[src/rtl/rand_seq_player.sv]
// Captures a filtered pattern of random target indices from the LFSR and
// plays it back with timed show/gap phases, keeping it for replay and read-back.
module rand_seq_player #(
   parameter int SEQ_LEN     = 16,
   parameter int NUM_TARGETS = 9,
   parameter int DISP_CYCLES = 25000000,
   parameter int GAP_CYCLES  = 12500000
) (
   input  logic       i_clk,
   input  logic       i_rst_n,
   input  logic [3:0] i_random,
   input  logic       i_start,
   input  logic       i_replay,
   input  logic [4:0] i_level,
   input  logic [3:0] i_rd_addr,
   output logic [3:0] o_rd_data,
   output logic [3:0] o_mem_out,
   output logic       o_valid,
   output logic       o_busy,
   output logic       o_done,
   output logic [4:0] o_len
);

   localparam int TMAX = (DISP_CYCLES > GAP_CYCLES) ? DISP_CYCLES : GAP_CYCLES;
   localparam int TW   = $clog2(TMAX + 1);
   localparam logic [TW-1:0] DISP_LAST = TW'(DISP_CYCLES - 1);
   localparam logic [TW-1:0] GAP_LAST  = TW'(GAP_CYCLES - 1);
   localparam logic [4:0]    MAX_LEN   = 5'(SEQ_LEN);
   localparam logic [4:0]    N_TGT     = 5'(NUM_TARGETS);

   typedef enum logic [2:0] {
      S_IDLE,
      S_FILL,
      S_SHOW,
      S_GAP,
      S_DONE
   } state_t;

   state_t          r_state;
   logic [3:0]      r_mem [16];
   logic [4:0]      r_idx;
   logic [4:0]      r_tgt_len;
   logic [4:0]      r_len;
   logic [TW-1:0]   r_timer;
   logic [3:0]      r_mem_out;
   logic            r_valid;
   logic            r_done;

   state_t          w_state_nxt;
   logic [4:0]      w_idx_nxt;
   logic [4:0]      w_tgt_nxt;
   logic [4:0]      w_len_nxt;
   logic [TW-1:0]   w_timer_nxt;
   logic [3:0]      w_out_nxt;
   logic            w_valid_nxt;
   logic            w_done_nxt;
   logic            w_we;
   logic            w_accept;
   logic [3:0]      w_prev;
   logic [4:0]      w_clamped;

   assign w_prev    = r_mem[r_idx[3:0] - 4'd1];
   assign w_accept  = ({1'b0, i_random} < N_TGT) &&
                      ((r_idx == 5'd0) || (i_random != w_prev));
   assign w_clamped = (i_level == 5'd0)   ? 5'd1    :
                      (i_level > MAX_LEN) ? MAX_LEN : i_level;

   always_comb begin
      w_state_nxt = r_state;
      w_idx_nxt   = r_idx;
      w_tgt_nxt   = r_tgt_len;
      w_len_nxt   = r_len;
      w_timer_nxt = r_timer;
      w_out_nxt   = r_mem_out;
      w_valid_nxt = 1'b0;
      w_done_nxt  = 1'b0;
      w_we        = 1'b0;
      unique case (r_state)
         S_IDLE: begin
            if (i_start) begin
               w_state_nxt = S_FILL;
               w_tgt_nxt   = w_clamped;
               w_idx_nxt   = 5'd0;
               w_len_nxt   = 5'd0;
            end else if (i_replay && (r_len != 5'd0)) begin
               w_state_nxt = S_SHOW;
               w_idx_nxt   = 5'd0;
               w_timer_nxt = '0;
               w_valid_nxt = 1'b1;
               w_out_nxt   = r_mem[0];
            end
         end
         S_FILL: begin
            if (w_accept) begin
               w_we = 1'b1;
               if (r_idx == r_tgt_len - 5'd1) begin
                  w_state_nxt = S_SHOW;
                  w_len_nxt   = r_tgt_len;
                  w_idx_nxt   = 5'd0;
                  w_timer_nxt = '0;
                  w_valid_nxt = 1'b1;
                  // a one-element pattern is being written on this very edge
                  w_out_nxt   = (r_idx == 5'd0) ? i_random : r_mem[0];
               end else begin
                  w_idx_nxt = r_idx + 5'd1;
               end
            end
         end
         S_SHOW: begin
            w_valid_nxt = 1'b1;
            if (r_timer == DISP_LAST) begin
               w_state_nxt = S_GAP;
               w_timer_nxt = '0;
               w_valid_nxt = 1'b0;
            end else begin
               w_timer_nxt = r_timer + TW'(1);
            end
         end
         S_GAP: begin
            if (r_timer == GAP_LAST) begin
               w_timer_nxt = '0;
               if (r_idx == r_len - 5'd1) begin
                  w_state_nxt = S_DONE;
                  w_done_nxt  = 1'b1;
               end else begin
                  w_state_nxt = S_SHOW;
                  w_idx_nxt   = r_idx + 5'd1;
                  w_valid_nxt = 1'b1;
                  w_out_nxt   = r_mem[r_idx[3:0] + 4'd1];
               end
            end else begin
               w_timer_nxt = r_timer + TW'(1);
            end
         end
         S_DONE: begin
            w_state_nxt = S_IDLE;
         end
         default: begin
            w_state_nxt = S_IDLE;
         end
      endcase
   end

   always_ff @(posedge i_clk or negedge i_rst_n) begin
      if (!i_rst_n) begin
         r_state   <= S_IDLE;
         r_idx     <= 5'd0;
         r_tgt_len <= 5'd0;
         r_len     <= 5'd0;
         r_timer   <= '0;
         r_mem_out <= 4'd0;
         r_valid   <= 1'b0;
         r_done    <= 1'b0;
      end else begin
         r_state   <= w_state_nxt;
         r_idx     <= w_idx_nxt;
         r_tgt_len <= w_tgt_nxt;
         r_len     <= w_len_nxt;
         r_timer   <= w_timer_nxt;
         r_mem_out <= w_out_nxt;
         r_valid   <= w_valid_nxt;
         r_done    <= w_done_nxt;
      end
   end

   always_ff @(posedge i_clk or negedge i_rst_n) begin
      if (!i_rst_n) begin
         for (int i = 0; i < 16; i++) r_mem[i] <= 4'd0;
      end else if (w_we) begin
         r_mem[r_idx[3:0]] <= i_random;
      end
   end

   assign o_rd_data = ({1'b0, i_rd_addr} < r_len) ? r_mem[i_rd_addr] : 4'd0;
   assign o_mem_out = r_mem_out;
   assign o_valid   = r_valid;
   assign o_busy    = (r_state != S_IDLE);
   assign o_done    = r_done;
   assign o_len     = r_len;

endmodule

[config.mk]
export PLATFORM = sky130hd
export DESIGN_NAME = rand_seq_player
export DESIGN_NICKNAME = d
export VERILOG_FILES = /design/src/rtl/rand_seq_player.sv
export SDC_FILE = /design/constraint.sdc
export NUM_CORES = 1
export LEC_CHECK = 0
export CORE_ASPECT_RATIO = 0.7
export CORE_MARGIN = 2
export CORE_UTILIZATION = 25
export DETAILED_ROUTE_END_ITERATION = 16
export GPL_ROUTABILITY_DRIVEN = 0
export HOLD_SLACK_MARGIN = 0.03
export PLACE_DENSITY_LB_ADDON = 0.1
export SETUP_SLACK_MARGIN = 0.4
export SYNTH_ARGS = -nofsm -noshare
export SYNTH_HDL_FRONTEND = slang
export SYNTH_SLANG_ARGS = --single-unit
[constraint.sdc]
create_clock -name i_clk -period 10.6 [get_ports i_clk]
set_input_delay 1.59 -clock i_clk [delete_from_list [all_inputs] [get_ports i_clk]]
set_output_delay 1.59 -clock i_clk [all_outputs]
set_load 0.02 [all_outputs]
==> flow_summary.json <==
{
  "fin_crit_sh": 0.5841,
  "antenna_found_initial": 1,
  "r2r_start": "r_idx[0]$_DFFE_PN0P_",
  "endpoint_kind": "primary output",
  "cp-start-kind": "primary input",
  "routed_wl_um": 22880,
  "clk_pin_slew_worst_paths_ns": 0.06,
  "layout-drive-gt1-share": 0.2859,
  "cts.repair.resized": 0,
  "grt_pass1_wl_um": 35510,
  "cts_hold_repair.buffers": 0,
  "drt_pre_antenna_iters": 4,
  "rows": 53,
  "reg2reg_depth": 11,
  "finalMaxSlewViolations": 0,
  "synth.yosys.warnings": 0,
  "synth_edf_count": 0,
  "nFillCells": 2988,
  "grt_pass1_vias": 5475,
  "place_inst": 1048,
  "hp-start": "r_timer[0]$_DFFE_PN0P_",
  "crit_type": "primary input to primary output",
  "synth_top_area_cell": "dfrtp_1",
  "tightestPinTransition_ns": 1.093,
  "hp-class": "register to register",
  "path_cells": "clkdlybuf4s50_1 > mux4_2 > mux4_2 > nor2b_1 > clkdlybuf4s50_1",
  "yosysSeqAreaShare": 0.3705,
  "synth.top_cell.area_share": 0.3705,
  "clkPwrFrac": 0.273,
  "switching_share": 0.4040,
  "io_pins": 33,
  "syn_inst": 637,
  "cts_tree": "yes",
  "skew_ns": 0.008572,
  "grt-ovfl-total": 0,
  "num_vias": 5464,
  "fmax_mhz": 161.5,
  "seqCellArea_mm2": 0.002829,
  "clkSinkCount": 113,
  "synthTopCellsByArea": "dfrtp_1, mux4_2, mux2_2",
  "die_x_um": 212.8,
  "p_per_area_mw_per_mm2": 235.6,
  "grtUsageTotal": 0.1521,
  "layout_min_cycle_time_ns": 6.192,
  "path_max_fanout": 17,
  "yosysMostFrequentCell": "dfrtp_1",
  "min_to": "r_timer[0]$_DFFE_PN0P_",
  "worst_r2r_endpoint": "r_timer[1]$_DFFE_PN0P_",
  "port_buffers": 32,
  "root_buffer": "clkbuf_16",
  "via_per_inst": 5.055,
  "avgSynthCellArea_um2": 11.98,
  "multiInputGateArea_mm2": 0.004497,
  "p_leak_nw": 3.792,
  "fin_cells": 1081,
  "cp_data_required_time_ns": 9.01,
  "dp_hpwl_um": 16400,
  "core_area_mm2": 0.03004,
  "area.growth.synth_to_final_pct": 16.48,
  "cpPeakStageDelay_ns": 1.19,
  "maxCapViolations": 0,
  "finalPower_mw": 2.095,
  "async_flop_share": 1.000,
  "reg2reg_slack_ns": 5.84,
  "syn_nets": 665,
  "start_util": 0.2541,
  "synth_commonest_cells": "dfrtp_1, mux4_2, mux2_2, nand2_1, nor2_1",
  "pwr-share-comb": 0.426,
  "crit_arrival_ns": 4.60,
  "worstHoldPathCells": 1,
  "die_area_mm2": 0.03196,
  "wire_per_inst_um": 21.16,
  "grt_max_degree": 68,
  "critical-path-slowest-cell": "clkdlybuf4s50_1",
  "ys_types": 73,
  "p_seq_frac": 0.301,
  "power.internal_mw": 1.248,
  "irDropWorstVdd_mv": 0.09286,
  "p_switching_uw": 846.2,
  "status": "complete, no violations",
  "first_iter_violations": 354,
  "netlist_area_mm2": 0.007632,
  "cts_setup_buffers": 0,
  "fp.dieH_um": 150.2,
  "max_slew_margin": 0.2688,
  "clk_path_buf_depth": 2,
  "numCtsBuffers": 17,
  "layout.nets": 683,
  "drcViolationCount": 0,
  "finalSetupViolCount": 0,
  "dp_slack_ns": 4.321,
  "hold_viol_final": 0,
  "rsz0062_at_grt": "false",
  "synth-seq-cells": 113,
  "ant_nets": 0,
  "synth_ff_type": "dfrtp_1",
  "clk_latency_ns": 0.42,
  "setup-tns-final_ns": 0,
  "finalWorstSetupSlack_ns": 4.408,
  "htree_levels": 4
}
==> flip-flops by register name (all words and copies together), names as in the netlist <==
| register | count |
|---|---|
| o_done | 1 |
| o_len | 5 |
| o_mem_out | 4 |
| o_valid | 1 |
| r_idx | 5 |
| r_mem | 64 |
| r_state | 3 |
| r_tgt_len | 5 |
| r_timer | 25 |
==> per-stage QoR <==
step | hold slack, ns | util | instance area (µm²)
after global placement | 0.4837 | 0.2765 | 8305
final | 0.5111 | 0.2959 | 8890
after detailed placement | 0.5024 | 0.2765 | 8305
after floorplan | 0.4679 | - | 7632
after global routing | 0.5409 | 0.2959 | 8890
after CTS | 0.5167 | 0.2958 | 8887
==> cell usage in the layout, fill, tap and decap left out, drive strengths merged, types with 7 or more instances in the layout <==
master,netlist,routed
buf,19,8
clkdlybuf4s50,0,31
nand2b,8,8
xor2,10,10
a31oi,7,7
and4,8,8
clkbuf,21,20
nand3,15,15
and3,14,14
inv,25,26
nor2,38,38
dfrtp,113,113
ha,11,11
a211o,9,9
nor3,22,22
nand2,39,39
mux2i,9,9
xnor2,10,10
a21oi,15,15
nand4,20,20
o21ai,23,23
nor2b,10,10
mux2,75,75
mux4,54,54
==> power groups by stage <==
stage	combinational [mW]	sequential, mW	clock [mW]
after floorplan	0.697	0.592	0
after global placement	0.883	0.641	0
after detailed placement	0.897	0.636	0
after CTS	0.901	0.629	0.586
after global routing	0.973	0.643	0.611
final	0.893	0.630	0.572
==> how the worst max path moves through the flow <==
stage,start,end,slack [ns],depth (start not counted)
finish,i_rd_addr[0],o_rd_data[2],4.41,5
global route,i_rd_addr[0],o_rd_data[2],4.17,5
CTS,i_rd_addr[0],o_rd_data[2],4.32,5
detailed placement,i_rd_addr[0],o_rd_data[2],4.32,5
global placement,i_rd_addr[0],o_rd_data[2],4.41,5
floorplan,i_rd_addr[0],o_rd_data[0],5.27,5
==> cell families (layout without fill, tap and decap cells) <==
| logic type | Yosys count | after routing | share of synthesized area |
|---|---|---|---|
| AND/OR/NAND/NOR | 199 | 199 | 0.1672 |
| adder cells (fa/ha/maj) | 11 | 11 | 0.01803 |
| multiplexers | 138 | 138 | 0.2916 |
| buffers and inverters | 65 | 96 | 0.04098 |
| other | 0 | 1 | 0 |
| XOR/XNOR | 20 | 20 | 0.02541 |
| AO/OA/AOI/OAI | 91 | 91 | 0.08623 |
| flip-flops | 113 | 113 | 0.3705 |
==> per-layer routing <==
layer | routed length, µm | vias to the layer above | GRT usage
met5 | 0 | - | 0
met4 | 401 | 0 | 0.05420
met3 | 1241 | 26 | 0.04151
met2 | 9655 | 129 | 0.2114
met1 | 11580 | 2857 | 0.2236
li1 | - | 2452 | -
==> worst max-delay path, delay by kind of cell <==
kind	cells	cell delay, ns
muxes	2	1.06
and+or+nand+nor	1	0.16
buffers and inverters	2	1.76
==> final cells by class <==
class                           count  share of cell area
Timing Repair Buffer               39             0.04166
Tap cell                          412             0.05799
Clock inverter                     12             0.01520
Inverter                           25             0.01056
Antenna cell                        1           0.0002815
Multi-Input combinational cell    459              0.5058
Sequential cell                   113              0.3182
Clock buffer                       20             0.05025
(Power assumes the default switching activity.)
